<file path="src/rtl/posit_mul_scheduler_if.sv">
// Requester-side handshake bundle for posit_mul_scheduler: operand request channel and result response channel.
interface posit_mul_scheduler_if #(
  parameter int N = 8
);
  logic [1:0]     req_valid;
  logic [1:0]     req_ready;
  logic [2*N-1:0] req_a;
  logic [2*N-1:0] req_b;
  logic [1:0]     resp_valid;
  logic [1:0]     resp_ready;
  logic [N-1:0]   resp_data;

  modport slave (
    input  req_valid, req_a, req_b, resp_ready,
    output req_ready, resp_valid, resp_data
  );

  modport master (
    output req_valid, req_a, req_b, resp_ready,
    input  req_ready, resp_valid, resp_data
  );
endinterface

</file>
<file path="src/rtl/posit_mul_scheduler.sv">
// Round-robin two-requester sequencer for one shared combinational posit multiplier.
// Optional feature macro POSIT_MUL_BYPASS_EN: zero/NaR operands skip the multiplier cycle.
module posit_mul_scheduler #(
  parameter int N     = 8,
  parameter int ES    = 4,
  parameter int CNT_W = 16
) (
  input  logic                 clk,
  input  logic                 rst,
  posit_mul_scheduler_if.slave bus,
  output logic [N-1:0]         mul_a,
  output logic [N-1:0]         mul_b,
  input  logic [N-1:0]         mul_out,
  output logic                 busy,
  output logic [CNT_W-1:0]     op_count
);

  typedef enum logic [1:0] {IDLE, EXEC, RESP} state_e;

  if (ES >= N) begin : g_bad_es
    $error("posit_mul_scheduler: ES must be smaller than N");
  end

  state_e           state_q;
  logic             prio_q;
  logic             owner_q;
  logic [N-1:0]     opa_q;
  logic [N-1:0]     opb_q;
  logic [N-1:0]     res_q;
  logic [CNT_W-1:0] cnt_q;
  logic [CNT_W-1:0] cnt_d;

  logic             gnt_any;
  logic             gnt_idx;
  logic             accept;
  logic             resp_hs;
  logic [N-1:0]     acc_a;
  logic [N-1:0]     acc_b;

  // Lone requester wins outright; the pointer only breaks ties.
  always_comb begin
    gnt_any = |bus.req_valid;
    gnt_idx = 1'b0;
    case (bus.req_valid)
      2'b01:   gnt_idx = 1'b0;
      2'b10:   gnt_idx = 1'b1;
      2'b11:   gnt_idx = prio_q;
      default: gnt_idx = 1'b0;
    endcase
  end

  assign accept = (state_q == IDLE) && gnt_any && !rst;
  assign acc_a  = gnt_idx ? bus.req_a[2*N-1:N] : bus.req_a[N-1:0];
  assign acc_b  = gnt_idx ? bus.req_b[2*N-1:N] : bus.req_b[N-1:0];

  assign bus.req_ready = accept ? (2'b01 << gnt_idx) : 2'b00;

  assign resp_hs = (state_q == RESP) && bus.resp_ready[owner_q];
  assign cnt_d   = cnt_q + CNT_W'(1);

  assign bus.resp_valid = (state_q == RESP) ? (2'b01 << owner_q) : 2'b00;
  assign bus.resp_data  = res_q;
  assign mul_a          = opa_q;
  assign mul_b          = opb_q;
  assign busy           = (state_q != IDLE);
  assign op_count       = cnt_q;

`ifdef POSIT_MUL_BYPASS_EN
  localparam logic [N-1:0] NAR = {1'b1, {(N-1){1'b0}}};

  function automatic logic is_nar(input logic [N-1:0] p);
    return p == NAR;
  endfunction

  function automatic logic is_zero(input logic [N-1:0] p);
    return p == '0;
  endfunction

  logic byp_nar;
  logic byp;

  // NaR dominates zero: 0 x NaR is NaR.
  assign byp_nar = is_nar(acc_a) || is_nar(acc_b);
  assign byp     = byp_nar || is_zero(acc_a) || is_zero(acc_b);
`endif

  always_ff @(posedge clk) begin
    if (rst) begin
      state_q <= IDLE;
      prio_q  <= 1'b0;
      owner_q <= 1'b0;
      opa_q   <= '0;
      opb_q   <= '0;
      res_q   <= '0;
      cnt_q   <= '0;
    end else begin
      case (state_q)
        IDLE: begin
          if (accept) begin
            owner_q <= gnt_idx;
            prio_q  <= ~gnt_idx;
`ifdef POSIT_MUL_BYPASS_EN
            if (byp) begin
              res_q   <= byp_nar ? NAR : '0;
              state_q <= RESP;
            end else begin
              opa_q   <= acc_a;
              opb_q   <= acc_b;
              state_q <= EXEC;
            end
`else
            opa_q   <= acc_a;
            opb_q   <= acc_b;
            state_q <= EXEC;
`endif
          end
        end
        EXEC: begin
          res_q   <= mul_out;
          state_q <= RESP;
        end
        RESP: begin
          if (resp_hs) begin
            cnt_q   <= cnt_d;
            state_q <= IDLE;
          end
        end
        default: state_q <= IDLE;
      endcase
    end
  end

endmodule

</file>
<file path="src/flat_wrapper.sv">
// flat-port wrapper written by rule: the top's interface ports become plain ports
module posit_mul_scheduler_flat 
#(
  parameter int N     = 8,
  parameter int ES    = 4,
  parameter int CNT_W = 16
)
  (clk, rst, mul_a, mul_b, mul_out, busy, op_count, bus_req_valid, bus_req_a, bus_req_b, bus_resp_ready, bus_req_ready, bus_resp_valid, bus_resp_data);
  posit_mul_scheduler_if #(.N(N)) bus_i ();
  input  logic clk;
  input  logic rst;
  output logic [N-1:0] mul_a;
  output logic [N-1:0] mul_b;
  input  logic [N-1:0] mul_out;
  output logic busy;
  output logic [CNT_W-1:0] op_count;
  input wire logic [$bits(bus_i.req_valid)-1:0] bus_req_valid;
  input wire logic [$bits(bus_i.req_a)-1:0] bus_req_a;
  input wire logic [$bits(bus_i.req_b)-1:0] bus_req_b;
  input wire logic [$bits(bus_i.resp_ready)-1:0] bus_resp_ready;
  output wire logic [$bits(bus_i.req_ready)-1:0] bus_req_ready;
  output wire logic [$bits(bus_i.resp_valid)-1:0] bus_resp_valid;
  output wire logic [$bits(bus_i.resp_data)-1:0] bus_resp_data;
  assign bus_i.req_valid = bus_req_valid;
  assign bus_i.req_a = bus_req_a;
  assign bus_i.req_b = bus_req_b;
  assign bus_i.resp_ready = bus_resp_ready;
  assign bus_req_ready = bus_i.req_ready;
  assign bus_resp_valid = bus_i.resp_valid;
  assign bus_resp_data = bus_i.resp_data;
  posit_mul_scheduler #(.N(N), .ES(ES), .CNT_W(CNT_W)) u_core (.clk(clk), .rst(rst), .bus(bus_i), .mul_a(mul_a), .mul_b(mul_b), .mul_out(mul_out), .busy(busy), .op_count(op_count));
endmodule
</file>
<file path="config.mk">
export PLATFORM = sky130hd
export DESIGN_NAME = posit_mul_scheduler_flat
export DESIGN_NICKNAME = d
export VERILOG_FILES = /design/src/rtl/posit_mul_scheduler_if.sv /design/src/rtl/posit_mul_scheduler.sv /design/src/flat_wrapper.sv
export SDC_FILE = /design/constraint.sdc
export NUM_CORES = 1
export LEC_CHECK = 0
export ABC_AREA = 1
export CELL_PAD_IN_SITES_DETAIL_PLACEMENT = 0
export CELL_PAD_IN_SITES_GLOBAL_PLACEMENT = 1
export CORE_MARGIN = 1.5
export CORE_UTILIZATION = 29
export CTS_CLUSTER_SIZE = 10
export DETAILED_ROUTE_END_ITERATION = 8
export PLACE_DENSITY = 0.87
export SLEW_MARGIN = 30
export SYNTH_ARGS = -nofsm -noshare
export SYNTH_HDL_FRONTEND = slang
export SYNTH_SLANG_ARGS = --single-unit
export TNS_END_PERCENT = 20
</file>
<file path="constraint.sdc">
create_clock -name clk -period 1.7 [get_ports clk]
set_clock_uncertainty 0.05 [all_clocks]
set_input_delay 0.17 -clock clk [delete_from_list [all_inputs] [get_ports clk]]
set_output_delay 0.17 -clock clk [all_outputs]
set_load 0.05 [all_outputs]
</file>
==> reports/qor.csv <==
metric,value,unit
Non-Filler Instances,520,
crit path max fanout,2,
# rows,31,
CP Capture Type,primary output,
Max-Cap Viols,0,
Post-Syn Nets,367,
First-pass DRT Iterations,4,
largest net degree at the start of global routing,33,
CP Cell Sequence,clkdlybuf4s50_1,
"EDFF count, synth",0,
clk_lat worst skew,0.29,ns
HPWL after detailed placement,4276,um
grt ovf,0,
final WL,5618,um
CORE AREA,7331,sq um
ys async rst share,0,%
outcome,"complete, no violations",
RSZ-0062 raised after global routing,yes,
layout cell share with drive strength beyond 1,23.28,%
Power Dens Cells,734.4,nW/um^2
"most common cell after layout, fill and taps aside",nand2_1,
CP Buf/Inv Count,1,
synthesized area,2226,sq um
post-synthesis cell count,320,
Critical Path RT,1.48,ns
final hold slack,0.3417,ns
mux share of post-synthesis cell area,0,%
vias in the first global route,2109,
Worst-Margin Slew,0.4997,ns
ant diodes,0,
Leak Pwr,1.549,nW
Hold Path Class,primary input to register,
Final setup viols,0,
Die X,90.61,um
detailed-route via count,2221,
fillers,733,
"flops & latches, synth",44,
Worst Path Arrival,1.45,ns
Global Route Usage Sum,14.05,%
max frequency,598.8,MHz
adder-cell share of the synthesized area,0.5621,%
worst vdd ir,287.9,uV
initial drt markers,47,
vias per inst,4.271,
"Warnings, synthesis",0,
relative slew slack,66.63,%
largest family of logic cells by synthesized area,simple AND/OR/NAND/NOR gates,
Die Ht,90.61,um
fin nets,468,
Post-Synth Simple-Gate Area,34.23,%
crit start category,register,
initial core utilization,30.36,%
Fin Setup TNS,0,ns
Critical Path Max Stage Delay,0.81,ns
critical path type,register to primary output,
CTS tree,yes,
clock sink count,44,
Die Area,8210,sq um
placed insts,510,
CTS buffer count,5,
clk buf depth,2,
CTS clock-pin slew for the worst setup and hold paths,0.09,ns
most frequent cells in the layout,"nand2_1 (83), clkdlybuf4s50_1 (49), nor2_1 (43)",
area share of xor/xnor cells in the synthesized design,0,%
"Hold Vio Cnt, Final",0,
fin area,3407,sq um
Synth Flop Type,dfxtp_1,
Placer Congestion,0.7754,
WL/cell,10.80,um
DRT antenna net count,0,
Area after DPL,3272,sq um
root buffer cell,clkbuf_8,
"Area growth, synth to finish",53.06,%
post-layout minimum cycle time,1.670,ns
fin crit share,98.23,%
Hold Buf Count CTS,0,
Compound-Gate Fraction of Synth Area,14.45,%
first-pass GRT wire length,9570,um
"Slew Viols, Final",0,
"Distinct cells, synth",29,
DRC violations left,0,
Top delay family on crit path,buffers and inverters,
I/O Pins,91,
sequential element share of the synthesized area,39.57,%
Critical Path Slowest Stage Cell,clkdlybuf4s50_1,
initial antenna violation count,0,
Pwr Total,2.502,mW
Buffers on Ports,90,
mean area per synthesized cell,6.956,sq um
H-tree Lvls,2,
[layer usage]
layer  GRT usage [%]  vias to the layer above  wire, um
met5               0                        -         0
met1           16.71                      972      2535
li1                -                     1191         -
met3           3.788                        2       294
met4           3.175                        0        34
met2           25.00                       56      2752
[stage by stage]
step	util (%)	worst slack, ns
floorplan	-	0.1189
global placement	44.63	0.02747
detailed placement	44.63	-0.01082
CTS	46.10	0.009507
global route	46.48	-0.01928
finish	46.48	0.03003
[final timing paths]
| path | from | end | slack [ns] | cells after the start |
|---|---|---|---|---|
| hold / removal | bus_req_valid[0] | u_core.prio_q$_SDFFE_PP0P_ | 0.34 | 5 |
| setup / recovery | u_core.bus.resp_data[3]$_SDFFE_PP0N_ | bus_resp_data[3] | 0.03 | 1 |
| hold reg to reg | u_core.mul_a[3]$_SDFFE_PP0P_ | u_core.mul_a[3]$_SDFFE_PP0P_ | 0.41 | 2 |
| setup reg to reg | u_core.op_count[2]$_SDFFE_PP0P_ | u_core.op_count[11]$_SDFFE_PP0P_ | 0.24 | 7 |
[sequential cells by signal (all words and copies together) (netlist names)]
signal,count
u_core.mul_b,8
u_core.bus.resp_data,8
u_core.state_q,2
u_core.op_count,16
u_core.mul_a,8
u_core.owner_q,1
u_core.prio_q,1
[power breakdown]
group / internal [mW] / switching, mW
clock network: 0.280 / 0.350
logic: 0.317 / 0.426
registers: 1.09 / 0.0416
[worst register-to-register path, delay by kind of cell, from the launching register on]
family	cells	cell delay, ns
flops	1	0.40
simple gates	7	0.92
[timing repair]
action                     CTS  global route
resized for setup            3             9
pin swaps                    0             3
setup buffers                2             1
setup endpoints to repair    2             5
[synthesized netlist by cell type, types with 2 or more instances]
master | count | area [sq um]
nand2_1 | 83 | 311.6
dfxtp_1 | 44 | 880.8
inv_1 | 44 | 165.2
nor2_1 | 43 | 161.4
o21ai_0 | 30 | 150.1
a21oi_1 | 12 | 60.06
a21oi_2 | 10 | 87.58
nand2_2 | 10 | 62.56
nand3_1 | 10 | 50.05
nor3_1 | 5 | 25.02
buf_2 | 3 | 15.01
clkbuf_1 | 3 | 11.26
nand4_1 | 3 | 18.77
nor2_8 | 3 | 60.06
inv_2 | 2 | 7.510
nor2_4 | 2 | 22.52
[cell families (layout without fill, tap and decap cells)]
| family | after synthesis | count (layout) |
|---|---|---|
| AO/OA/AOI/OAI | 54 | 54 |
| AND/OR/NAND/NOR | 164 | 164 |
| adder cells (fa/ha/maj) | 1 | 1 |
| buffers and inverters | 57 | 158 |
| flip-flops | 44 | 44 |
[layout make-up]
class                           instances  area (sq um)  share of cell area, %
Clock buffer                            6         72.57                  2.130
Clock inverter                          1         5.005                 0.1469
Inverter                               48         192.7                  5.656
Multi-Input combinational cell        219          1099                  32.24
Sequential cell                        44         890.9                  26.15
Tap cell                               99         123.9                  3.636
Timing Repair Buffer                  103          1023                  30.04
Note: power is estimated with default switching activity, not from simulation.
